<file path="config.mk">
export PLATFORM = sky130hd
export DESIGN_NAME = hdmi_packet_parser
export DESIGN_NICKNAME = d
export VERILOG_FILES = /design/src/rtl/hdmi_packet_parser.sv
export SDC_FILE = /design/constraint.sdc
export NUM_CORES = 1
export LEC_CHECK = 0
export ABC_AREA = 1
export CORE_UTILIZATION = 55
export CTS_CLUSTER_DIAMETER = 60
export CTS_CLUSTER_SIZE = 28
export DETAILED_ROUTE_END_ITERATION = 6
export HOLD_SLACK_MARGIN = 0.06
export PLACE_DENSITY = 0.82
export SYNTH_ARGS = -nofsm -noshare
export SYNTH_HDL_FRONTEND = slang
export SYNTH_SLANG_ARGS = --single-unit
</file>
<file path="constraint.sdc">
create_clock -name clk_pixel -period 8 [get_ports clk_pixel]
set_clock_uncertainty 0.05 [all_clocks]
set_input_delay 1.6 -clock clk_pixel [delete_from_list [all_inputs] [get_ports clk_pixel]]
set_output_delay 1.6 -clock clk_pixel [all_outputs]
set_load 0.02 [all_outputs]
</file>
<file path="src/rtl/hdmi_packet_parser.sv">
// HDMI data-island packet parser (sink side).
// Accepts ECC-checked packets one strobe at a time and dispatches on HB0:
// ACR -> N/CTS, Audio Sample -> per-sample FIFO, AVI/Audio InfoFrames ->
// checksummed, held fields with per-field loss detection.
module hdmi_packet_parser #(
    parameter int AUDIO_BIT_WIDTH   = 16,
    parameter int FIFO_DEPTH        = 8,
    parameter int INFOFRAME_TIMEOUT = 2
) (
    input  logic                       clk_pixel,
    input  logic                       reset,
    input  logic                       video_field_end,
    input  logic                       pkt_valid,
    input  logic [23:0]                pkt_header,
    input  logic [3:0][55:0]           pkt_sub,
    input  logic [4:0]                 pkt_ecc_err,
    output logic                       aud_valid,
    input  logic                       aud_ready,
    output logic [AUDIO_BIT_WIDTH-1:0] aud_left,
    output logic [AUDIO_BIT_WIDTH-1:0] aud_right,
    output logic                       aud_block_start,
    output logic                       aud_overflow,
    output logic                       acr_valid,
    output logic [19:0]                acr_n,
    output logic [19:0]                acr_cts,
    output logic                       avi_valid,
    output logic [6:0]                 avi_vic,
    output logic                       aif_valid,
    output logic [2:0]                 aif_channel_count,
    output logic [7:0]                 err_count
);

    localparam int              PTR_W         = $clog2(FIFO_DEPTH);
    localparam int              CNT_W         = PTR_W + 1;
    localparam logic [CNT_W-1:0] FULL_COUNT   = CNT_W'(FIFO_DEPTH);
    localparam logic [3:0]      TIMEOUT_LIMIT = 4'(INFOFRAME_TIMEOUT);
    localparam logic [7:0]      TYPE_ACR      = 8'h01;
    localparam logic [7:0]      TYPE_AUDIO    = 8'h02;
    localparam logic [7:0]      TYPE_AVI      = 8'h82;
    localparam logic [7:0]      TYPE_AIF      = 8'h84;

    typedef enum logic [1:0] {
        ST_IDLE   = 2'd0,
        ST_DECODE = 2'd1,
        ST_PUSH   = 2'd2
    } state_t;

    // 8-bit sum of the three header bytes and all 28 subpacket bytes.
    function automatic logic [7:0] calc_checksum(input logic [23:0] hdr,
                                                 input logic [3:0][55:0] sub);
        logic [7:0] sum;
        sum = hdr[7:0] + hdr[15:8] + hdr[23:16];
        for (int i = 0; i < 4; i++) begin
            for (int j = 0; j < 7; j++) begin
                sum = sum + sub[i][j*8 +: 8];
            end
        end
        return sum;
    endfunction

    // Index of the lowest pending subpacket (caller guarantees mask != 0).
    function automatic logic [1:0] first_set(input logic [3:0] mask);
        if (mask[0]) begin
            return 2'd0;
        end else if (mask[1]) begin
            return 2'd1;
        end else if (mask[2]) begin
            return 2'd2;
        end else begin
            return 2'd3;
        end
    endfunction

    // Field counter increment that sticks at its maximum.
    function automatic logic [3:0] sat_inc4(input logic [3:0] c);
        if (c == 4'hF) begin
            return c;
        end else begin
            return c + 4'd1;
        end
    endfunction

    state_t                     state_r, state_next_s;
    logic [23:0]                hdr_r;
    logic [3:0][55:0]           sub_r;
    logic [4:0]                 ecc_r;
    logic [3:0]                 pend_r;

    logic                       capture_s, busy_drop_s, drop_s;
    logic                       acr_load_s, avi_load_s, aif_load_s, aud_start_s;
    logic                       push_s;
    logic [1:0]                 push_idx_s;
    logic [3:0]                 pend_next_s;
    logic [1:0]                 err_inc_s;
    logic [3:0]                 hb2_s;
    logic [7:0]                 type_s;

    logic [AUDIO_BIT_WIDTH-1:0] left_mem  [FIFO_DEPTH];
    logic [AUDIO_BIT_WIDTH-1:0] right_mem [FIFO_DEPTH];
    logic                       b_mem     [FIFO_DEPTH];
    logic [PTR_W-1:0]           wr_ptr_r, rd_ptr_r;
    logic [CNT_W-1:0]           count_r;
    logic                       overflow_r;
    logic                       full_s, pop_s, push_ok_s, lost_s;

    logic                       acr_valid_r;
    logic [19:0]                acr_n_r, acr_cts_r;
    logic                       avi_valid_r, aif_valid_r;
    logic [6:0]                 avi_vic_r;
    logic [2:0]                 aif_chc_r;
    logic [3:0]                 avi_cnt_r, aif_cnt_r, avi_cnt_inc_s, aif_cnt_inc_s;
    logic [7:0]                 err_r;
    logic [8:0]                 err_sum_s;

    assign type_s = hdr_r[7:0];
    assign hb2_s  = hdr_r[19:16];

    // FSM state register.
    always_ff @(posedge clk_pixel) begin
        if (reset) begin
            state_r <= ST_IDLE;
        end else begin
            state_r <= state_next_s;
        end
    end

    // FSM next-state logic.
    always_comb begin
        state_next_s = ST_IDLE;
        case (state_r)
            ST_IDLE: begin
                if (pkt_valid) begin
                    state_next_s = ST_DECODE;
                end else begin
                    state_next_s = ST_IDLE;
                end
            end
            ST_DECODE: begin
                if (aud_start_s) begin
                    state_next_s = ST_PUSH;
                end else begin
                    state_next_s = ST_IDLE;
                end
            end
            ST_PUSH: begin
                if (pend_next_s == 4'b0000) begin
                    state_next_s = ST_IDLE;
                end else begin
                    state_next_s = ST_PUSH;
                end
            end
            default: state_next_s = ST_IDLE;
        endcase
    end

    // FSM outputs: packet classification, drop decisions and push control.
    always_comb begin
        capture_s   = 1'b0;
        busy_drop_s = 1'b0;
        drop_s      = 1'b0;
        acr_load_s  = 1'b0;
        avi_load_s  = 1'b0;
        aif_load_s  = 1'b0;
        aud_start_s = 1'b0;
        push_s      = 1'b0;
        push_idx_s  = first_set(pend_r);
        pend_next_s = pend_r;
        case (state_r)
            ST_IDLE: begin
                capture_s = pkt_valid;
            end
            ST_DECODE: begin
                busy_drop_s = pkt_valid;
                if (ecc_r != 5'b00000) begin
                    drop_s = 1'b1;
                end else if (type_s == TYPE_AUDIO) begin
                    drop_s      = hdr_r[12];
                    aud_start_s = ~hdr_r[12] & (hdr_r[11:8] != 4'b0000);
                end else if ((type_s == TYPE_AVI) || (type_s == TYPE_AIF)) begin
                    drop_s     = (calc_checksum(hdr_r, sub_r) != 8'h00);
                    avi_load_s = (type_s == TYPE_AVI) & ~drop_s;
                    aif_load_s = (type_s == TYPE_AIF) & ~drop_s;
                end else begin
                    acr_load_s = (type_s == TYPE_ACR);
                end
            end
            ST_PUSH: begin
                busy_drop_s = pkt_valid;
                push_s      = 1'b1;
                pend_next_s = pend_r & ~(4'b0001 << push_idx_s);
            end
            default: begin
                busy_drop_s = pkt_valid;
            end
        endcase
        err_inc_s = {1'b0, drop_s} + {1'b0, busy_drop_s};
    end

    // Packet capture in IDLE and pending-sample bookkeeping during PUSH.
    always_ff @(posedge clk_pixel) begin
        if (reset) begin
            hdr_r  <= 24'h000000;
            sub_r  <= {4{56'h0}};
            ecc_r  <= 5'b00000;
            pend_r <= 4'b0000;
        end else if (capture_s) begin
            hdr_r  <= pkt_header;
            sub_r  <= pkt_sub;
            ecc_r  <= pkt_ecc_err;
            pend_r <= pkt_header[11:8];
        end else if (push_s) begin
            pend_r <= pend_next_s;
        end
    end

    assign full_s    = (count_r == FULL_COUNT);
    assign pop_s     = (count_r != {CNT_W{1'b0}}) & aud_ready;
    assign push_ok_s = push_s & (~full_s | pop_s);
    assign lost_s    = push_s & full_s & ~pop_s;

    // Audio FIFO storage; samples are truncated to their top bits.
    always_ff @(posedge clk_pixel) begin
        if (push_ok_s) begin
            left_mem[wr_ptr_r]  <= sub_r[push_idx_s][23 -: AUDIO_BIT_WIDTH];
            right_mem[wr_ptr_r] <= sub_r[push_idx_s][47 -: AUDIO_BIT_WIDTH];
            b_mem[wr_ptr_r]     <= hb2_s[push_idx_s];
        end
    end

    // Audio FIFO pointers, occupancy and sticky overflow.
    always_ff @(posedge clk_pixel) begin
        if (reset) begin
            wr_ptr_r   <= {PTR_W{1'b0}};
            rd_ptr_r   <= {PTR_W{1'b0}};
            count_r    <= {CNT_W{1'b0}};
            overflow_r <= 1'b0;
        end else begin
            if (push_ok_s) begin
                wr_ptr_r <= wr_ptr_r + PTR_W'(1);
            end
            if (pop_s) begin
                rd_ptr_r <= rd_ptr_r + PTR_W'(1);
            end
            case ({push_ok_s, pop_s})
                2'b10:   count_r <= count_r + CNT_W'(1);
                2'b01:   count_r <= count_r - CNT_W'(1);
                default: count_r <= count_r;
            endcase
            if (lost_s) begin
                overflow_r <= 1'b1;
            end
        end
    end

    // ACR values and their one-cycle update strobe.
    always_ff @(posedge clk_pixel) begin
        if (reset) begin
            acr_valid_r <= 1'b0;
            acr_n_r     <= 20'h00000;
            acr_cts_r   <= 20'h00000;
        end else begin
            acr_valid_r <= acr_load_s;
            if (acr_load_s) begin
                acr_cts_r <= {sub_r[0][11:8], sub_r[0][23:16], sub_r[0][31:24]};
                acr_n_r   <= {sub_r[0][35:32], sub_r[0][47:40], sub_r[0][55:48]};
            end
        end
    end

    assign avi_cnt_inc_s = sat_inc4(avi_cnt_r);
    assign aif_cnt_inc_s = sat_inc4(aif_cnt_r);

    // AVI InfoFrame fields and loss timer; a passing frame beats a field end.
    always_ff @(posedge clk_pixel) begin
        if (reset) begin
            avi_valid_r <= 1'b0;
            avi_vic_r   <= 7'd0;
            avi_cnt_r   <= 4'd0;
        end else if (avi_load_s) begin
            avi_valid_r <= 1'b1;
            avi_vic_r   <= sub_r[0][38:32];
            avi_cnt_r   <= 4'd0;
        end else if (video_field_end) begin
            avi_cnt_r <= avi_cnt_inc_s;
            if (avi_cnt_inc_s >= TIMEOUT_LIMIT) begin
                avi_valid_r <= 1'b0;
            end
        end
    end

    // Audio InfoFrame fields and loss timer; a passing frame beats a field end.
    always_ff @(posedge clk_pixel) begin
        if (reset) begin
            aif_valid_r <= 1'b0;
            aif_chc_r   <= 3'd0;
            aif_cnt_r   <= 4'd0;
        end else if (aif_load_s) begin
            aif_valid_r <= 1'b1;
            aif_chc_r   <= sub_r[0][10:8];
            aif_cnt_r   <= 4'd0;
        end else if (video_field_end) begin
            aif_cnt_r <= aif_cnt_inc_s;
            if (aif_cnt_inc_s >= TIMEOUT_LIMIT) begin
                aif_valid_r <= 1'b0;
            end
        end
    end

    assign err_sum_s = {1'b0, err_r} + {7'b0000000, err_inc_s};

    // Saturating count of dropped packets (up to two per cycle).
    always_ff @(posedge clk_pixel) begin
        if (reset) begin
            err_r <= 8'h00;
        end else if (err_sum_s[8]) begin
            err_r <= 8'hFF;
        end else begin
            err_r <= err_sum_s[7:0];
        end
    end

    assign aud_valid         = (count_r != {CNT_W{1'b0}});
    assign aud_left          = aud_valid ? left_mem[rd_ptr_r]  : {AUDIO_BIT_WIDTH{1'b0}};
    assign aud_right         = aud_valid ? right_mem[rd_ptr_r] : {AUDIO_BIT_WIDTH{1'b0}};
    assign aud_block_start   = aud_valid ? b_mem[rd_ptr_r]     : 1'b0;
    assign aud_overflow      = overflow_r;
    assign acr_valid         = acr_valid_r;
    assign acr_n             = acr_n_r;
    assign acr_cts           = acr_cts_r;
    assign avi_valid         = avi_valid_r;
    assign avi_vic           = avi_vic_r;
    assign aif_valid         = aif_valid_r;
    assign aif_channel_count = aif_chc_r;
    assign err_count         = err_r;

endmodule

</file>
==> results.py, run 1 <==
metrics = {
    "synthesis": {
        "yosys_warnings": 0,
        "mappedNetlistArea_mm2": 0.0286,
        "synth-seq-area-share_pct": 51.6,
        "syn_nets": 3533,
        "ys_async_sr_fraction_pct": 0,
        "ys_types": 35,
        "synth_edf_count": 264,
        "synthCells": 3063,
        "synthFlopType": "dfxtp_1",
        "synth-seq-cells": 606,
        "avgSynthCellArea_um2": 9.35,
    },
    "timing": {
        "maxSlewHeadroom_pct": 27.5,
        "fmax_mhz": 131,
        "fin_crit_sh_pct": 95.4,
        "setup_slack_ps": 368,
        "setup_viol": 0,
        "period_needed_ps": 7630,
        "whs_ps": 418,
        "drv_slew": 0,
        "finalSetupTns_ps": 0,
        "rsz0062_at_grt": "false",
        "hold_viol": 0,
        "tightest_slew_ps": 1090,
    },
    "place": {
        "dp_slack_ps": 144,
        "dpl.hpwl_mm": 60.6,
        "gp_congestion": 0.940,
        "port_buffers": 353,
        "place_area_mm2": 0.0327,
    },
    "clocking": {
        "clock_latency_ps": 620,
        "root_buffer": "clkbuf_16",
        "clk_pin_slew_ps": 100,
        "clock_sinks": 606,
        "cts_tree": "done",
        "clock_path_buffers": 3,
        "cts_max_level": 2,
        "cts_hold_buf": 0,
        "cts_buffers": 38,
    },
    "global_routing": {
        "grt_pass1_wl_mm": 127,
        "grt_use_total_pct": 32.0,
        "grt_pass1_vias": 22295,
        "antenna_found_initial": 14,
        "grt_max_degree": 177,
        "grt-ovfl-total": 0,
    },
    "run": {
        "drv_cap": 0,
    },
    "cells_and_area": {
        "fill_cells": 3857,
        "stdcell_area_mm2": 0.0341,
        "layout.cells.most_common_list": "nor2_1 (729), o21ai_0 (497), clkdlybuf4s50_1 (353)",
        "final_common_cell": "nor2_1",
        "final_layout_size_suffix_gt1_share_pct": 3.95,
        "final_nets": 3784,
        "syn_to_final_growth_pct": 19.0,
    },
    "route": {
        "avgViaCountPerCell": 5.76,
        "wl_mm": 85.2,
        "drc": 0,
        "drt_iter0_markers": 2683,
        "num_vias": 23249,
        "drt_pass1_iterations": 6,
        "drtAntennaViolNets": 0,
        "wl_per_cell_um": 21.1,
    },
    "die": {
        "initial_core_util_pct": 55.7,
        "rows": 83,
        "io_pins": 354,
        "die_y_um": 230,
        "coreArea_mm2": 0.0514,
        "fp.dieW_um": 230,
        "die-area_mm2": 0.0530,
    },
    "run_status": {
        "status": "finished, final reports clean",
    },
    "worst_setup_path": {
        "start_kind": "flip-flop",
        "crit_path_frequent_cell": "fa_1",
        "criticalPathCategory": "reg -> reg",
        "endpoint_kind": "flip-flop",
        "crit_fanout": 4,
        "worstPathArrival_ps": 8020,
        "cp.required_ps": 8390,
        "critPathSlowestCell": "fa_1",
        "critPathMaxStageDelay_ps": 560,
    },
    "worst_hold_path": {
        "min_path_type": "reg -> reg",
    },
    "pwr": {
        "peakVddDrop_v": 0.00136,
        "leakagePower_nw": 13.2,
        "total_power_mw": 15.2,
        "power-per-cell-area_mw_per_mm2": 446,
    },
}
## report_power, final
part           internal, mW  switching, mW  total [mW]
Clock                  1.03           1.18        2.21
Sequential             3.39          0.168        3.55
Combinational          3.90           5.54        9.44
Total                  8.32           6.89        15.2
## Yosys cell counts (7+ instances only)
library cell	instances	area share (%)
nor2_1	740	9.7
o21ai_0	498	8.7
dfxtp_1	342	24
inv_1	270	3.5
edfxtp_1	264	28
nand2_1	200	2.6
fa_1	179	13
clkbuf_1	161	2.1
a21oi_1	115	2.0
nand3_1	87	1.5
a31oi_1	35	0.76
o22ai_1	34	0.74
ha_1	33	1.4
xor2_1	20	0.61
xnor2_1	17	0.52
nor3_1	14	0.24
o211ai_1	14	0.37
buf_2	7	0.12
## worst max-delay path, delay by kind of cell (launching register included)
family	cells	cell delay (ps)
simple gates	10	1060
fa+ha+maj	12	5110
xor+xnor	1	140
flops	1	340
compound gates	4	380
buf+inv	6	380
## cell type report
class	instances	area [um2]	share of cell area, %
flip-flops and latches	606	14800	43.4
diodes	15	37.5	0.110
well taps	680	851	2.50
multi-input cells	2012	12300	36.0
clock inverters	26	347	1.02
inverters	271	1030	3.01
repair buffers	385	3790	11.1
clock buffers	43	990	2.90
## per-stage QoR
step	utilization, %	instances
after floorplan	-	3063
after global placement	63.5	3952
after detailed placement	63.5	3952
after CTS	66.1	4021
after global routing	66.3	4035
final	66.3	4038
## cell families (layout without fill, tap and decap cells)
family | count (synthesis) | in the layout | share of synthesized area [%]
AO/OA/AOI/OAI | 703 | 703 | 12.8
AND/OR/NAND/NOR | 1060 | 1060 | 14.6
flip-flops | 606 | 606 | 51.6
other | 0 | 15 | 0
buffers and inverters | 445 | 725 | 5.89
adder cells (fa/ha/maj) | 212 | 212 | 14.0
XOR/XNOR | 37 | 37 | 1.13
## layer usage
metal	vias to the layer above	wire (um)	GRT usage (%)
met3	264	8280	5.37
met4	0	5410	18.8
met1	11061	31900	41.3
li1	10565	-	-
met2	1359	39500	51.0
met5	-	0	0
## final timing paths
path | start | to | slack [ps] | cells after the start
max | sub_r[169] | err_count[2] | 370 | 33
min | rd_ptr_r[2] | flip-flop | 420 | 2
max reg2reg | sub_r[169] | err_count[2] | 370 | 33
min reg2reg | rd_ptr_r[2] | flip-flop | 420 | 2
## what timing repair did
| action | 4_1_cts | 5_1_grt |
|---|---|---|
| hold endpoints to repair | 0 | 0 |
| gates resized for setup | 0 | 12 |
| setup buffers | 0 | 2 |
| setup endpoints to repair | 0 | 8 |
## state kept, by name, summed over array words and instances (netlist names), 2 cells and up, named ones only
signal / cells
avi_vic: 7
state_r: 2
acr_n: 20
aif_cnt_r: 4
right_mem: 128
b_mem: 8
wr_ptr_r: 3
rd_ptr_r: 3
pend_r: 4
count_r: 4
left_mem: 128
ecc_r: 5
acr_cts: 20
avi_cnt_r: 4
sub_r: 224
aif_channel_count: 3
hdr_r: 24
err_count: 8
No activity file was read; power rests on OpenSTA's default activity.
==> inputs of run 2 (changes only) <==
--- a/config.mk
+++ b/config.mk
@@ -6,12 +6,13 @@
 export NUM_CORES = 1
 export LEC_CHECK = 0
 export ABC_AREA = 1
-export CORE_UTILIZATION = 55
+export CORE_UTILIZATION = 53
 export CTS_CLUSTER_DIAMETER = 60
 export CTS_CLUSTER_SIZE = 28
 export DETAILED_ROUTE_END_ITERATION = 6
+export GPL_TIMING_DRIVEN = 0
 export HOLD_SLACK_MARGIN = 0.06
-export PLACE_DENSITY = 0.82
+export PLACE_DENSITY = 0.8
 export SYNTH_ARGS = -nofsm -noshare
 export SYNTH_HDL_FRONTEND = slang
 export SYNTH_SLANG_ARGS = --single-unit
==> results.py, run 2 (same netlist as run 1, synthesis figures left out) <==
metrics = {
    "die": {
        "fp.dieW_um": 234,
        "initial_core_util_pct": 54.1,
        "io_pins": 354,
        "rows": 84,
        "die_y_um": 234,
        "coreArea_mm2": 0.0530,
        "die-area_mm2": 0.0550,
    },
    "clocking": {
        "cts_max_level": 2,
        "cts_buffers": 34,
        "clk_pin_slew_ps": 100,
        "root_buffer": "clkbuf_16",
        "cts_tree": "done",
        "clock_latency_ps": 600,
        "clock_sinks": 606,
        "clock_path_buffers": 3,
    },
    "timing": {
        "tightest_slew_ps": 1070,
        "setup_slack_ps": 211,
        "maxSlewHeadroom_pct": 28.9,
        "hold_viol": 0,
        "fmax_mhz": 128,
        "setup_viol": 0,
        "fin_crit_sh_pct": 97.4,
        "rsz0062_at_grt": "true",
        "period_needed_ps": 7790,
        "drv_slew": 0,
    },
    "worst_setup_path": {
        "crit_fanout": 3,
        "endpoint_kind": "flip-flop",
        "crit_path_frequent_cell": "fa_1",
        "criticalPathCategory": "reg -> reg",
        "reg2reg_from": "sub_r[154]",
        "cp.required_ps": 8400,
        "critPathSlowestCell": "fa_1",
        "cp-startpoint": "sub_r[154]",
        "worstPathArrival_ps": 8190,
        "start_kind": "flip-flop",
        "critPathMaxStageDelay_ps": 620,
    },
    "cells_and_area": {
        "largest_register_ffs": 224,
        "largest_registers": "sub_r: 224 flops, left_mem: 128 flops, right_mem: 128 flops",
        "layout.cells.most_common_list": "nor2_1 (730), o21ai_0 (496), clkdlybuf4s50_1 (353)",
        "final_common_cell": "nor2_1",
        "stdcell_area_mm2": 0.0346,
        "final_nets": 3937,
        "seq_area_mm2": 0.0148,
        "utilization_pct": 65.4,
        "multi_input_area_mm2": 0.0123,
        "syn_to_final_growth_pct": 21.0,
        "final_cells": 4184,
        "fill_cells": 4278,
        "final_layout_size_suffix_gt1_share_pct": 3.52,
        "top_register": "sub_r",
    },
    "global_routing": {
        "grt_pass1_vias": 22851,
        "grt_use_total_pct": 34.1,
        "grt.busiest_layer": "met2",
        "grt.met1_usage_pct": 43.4,
        "grt_max_degree": 29,
        "gr-usage-met3_pct": 7.22,
        "grt-ovfl-total": 0,
        "grt_pass1_wl_mm": 136,
        "antenna_found_initial": 6,
        "grt_use_met2_pct": 55.1,
    },
    "pwr": {
        "leakagePower_nw": 13.4,
        "p_int_mw": 8.52,
        "switchingPower_mw": 7.47,
        "power_frac_clock_pct": 12.8,
        "power_frac_seq_pct": 22.1,
        "comb_power_share_pct": 65.1,
        "peakVddDrop_v": 0.00119,
        "swShare_pct": 46.7,
        "power-per-cell-area_mw_per_mm2": 461,
    },
    "worst_hold_path": {
        "min-delay-start": "rd_ptr_r[2]",
        "min_path_type": "reg -> reg",
    },
    "route": {
        "wl_per_cell_um": 22.4,
        "drt_iter0_markers": 2897,
        "drtAntennaViolNets": 0,
        "drc": 0,
        "wl_mm": 93.8,
        "drt_pass1_iterations": 6,
        "num_vias": 24019,
        "avgViaCountPerCell": 5.74,
    },
    "place": {
        "place_inst": 4112,
        "port_buffers": 353,
        "dp_slack_ps": -185,
        "place_area_mm2": 0.0333,
        "gp_congestion": 0.999,
        "dpl.hpwl_mm": 73.8,
    },
    "run_status": {
        "status": "finished, final reports clean",
    },
    "run": {
        "drv_cap": 0,
    },
}
run 2: cell types whose count changed in the layout (fill, tap and decap cells not counted), moves of 8 or more:
cell      previous run  this run
nor2_2               9         1
clkbuf_1             3       162
diode_2             15         6
buf_4               31         7
inv_6               12         1
run 2: area by class of cell:
| class | count | area share, % |
|---|---|---|
| timing repair buffer | 368 | 10.9 |
| clock inverter | 20 | 0.672 |
| sequential | 606 | 42.7 |
| inverter | 271 | 2.94 |
| antenna | 6 | 0.0433 |
| clock buffer | 39 | 2.76 |
| buffer | 174 | 1.93 |
| multi-input combinational | 2012 | 35.6 |
| tap | 688 | 2.48 |
run 2: power by group through the flow:
stage	combinational, mW	sequential (mW)	clock [mW]
6_report	10.4	3.53	2.05
3_3_place_gp	9.03	3.60	0
2_1_floorplan	6.78	3.54	0
4_1_cts	9.75	3.53	2.04
3_5_place_dp	9.27	3.60	0
5_1_grt	11.4	3.55	2.15
run 2: worst paths after layout:
| check | slack, ps | depth (start not counted) | end |
|---|---|---|---|
| setup / recovery | 210 | 29 | err_count[4] |
| hold / removal | 430 | 2 | flip-flop |
| setup reg to reg | 210 | 29 | err_count[4] |
| hold reg to reg | 430 | 2 | flip-flop |
run 2: routing by layer:
metal | share of wire [%] | wire [um]
met2 | 46 | 43400
met5 | 0.0085 | 8
met3 | 12 | 11000
met4 | 6.0 | 5600
met1 | 36 | 33800
run 2: metrics by stage:
| stage | power (mW) | hold slack (ps) | setup TNS, ps |
|---|---|---|---|
| finish | 16.0 | 432 | 0 |
| global route | 17.1 | 449 | -32.6 |
| CTS | 15.3 | 429 | 0 |
| detailed placement | 12.9 | 416 | -688 |
| global placement | 12.6 | 398 | -716 |
| floorplan | 10.3 | 383 | 0 |
run 2: timing repair:
action / CTS / global route
endpoints found under the setup margin: 8 / 8
hold buffers: 0 / 0
pin swaps: 0 / 11
buffers inserted: 1 / 6
gates resized for setup: 5 / 33
run 2: critical path, delay by kind of cell (launching register included):
| kind | cells | cell delay (ps) |
|---|---|---|
| flip-flops | 1 | 360 |
| AND/OR/NAND/NOR | 7 | 940 |
| AO/OA/AOI/OAI | 4 | 420 |
| adder cells (fa/ha/maj) | 12 | 5320 |
| buffers and inverters | 4 | 270 |
| XOR/XNOR | 2 | 270 |
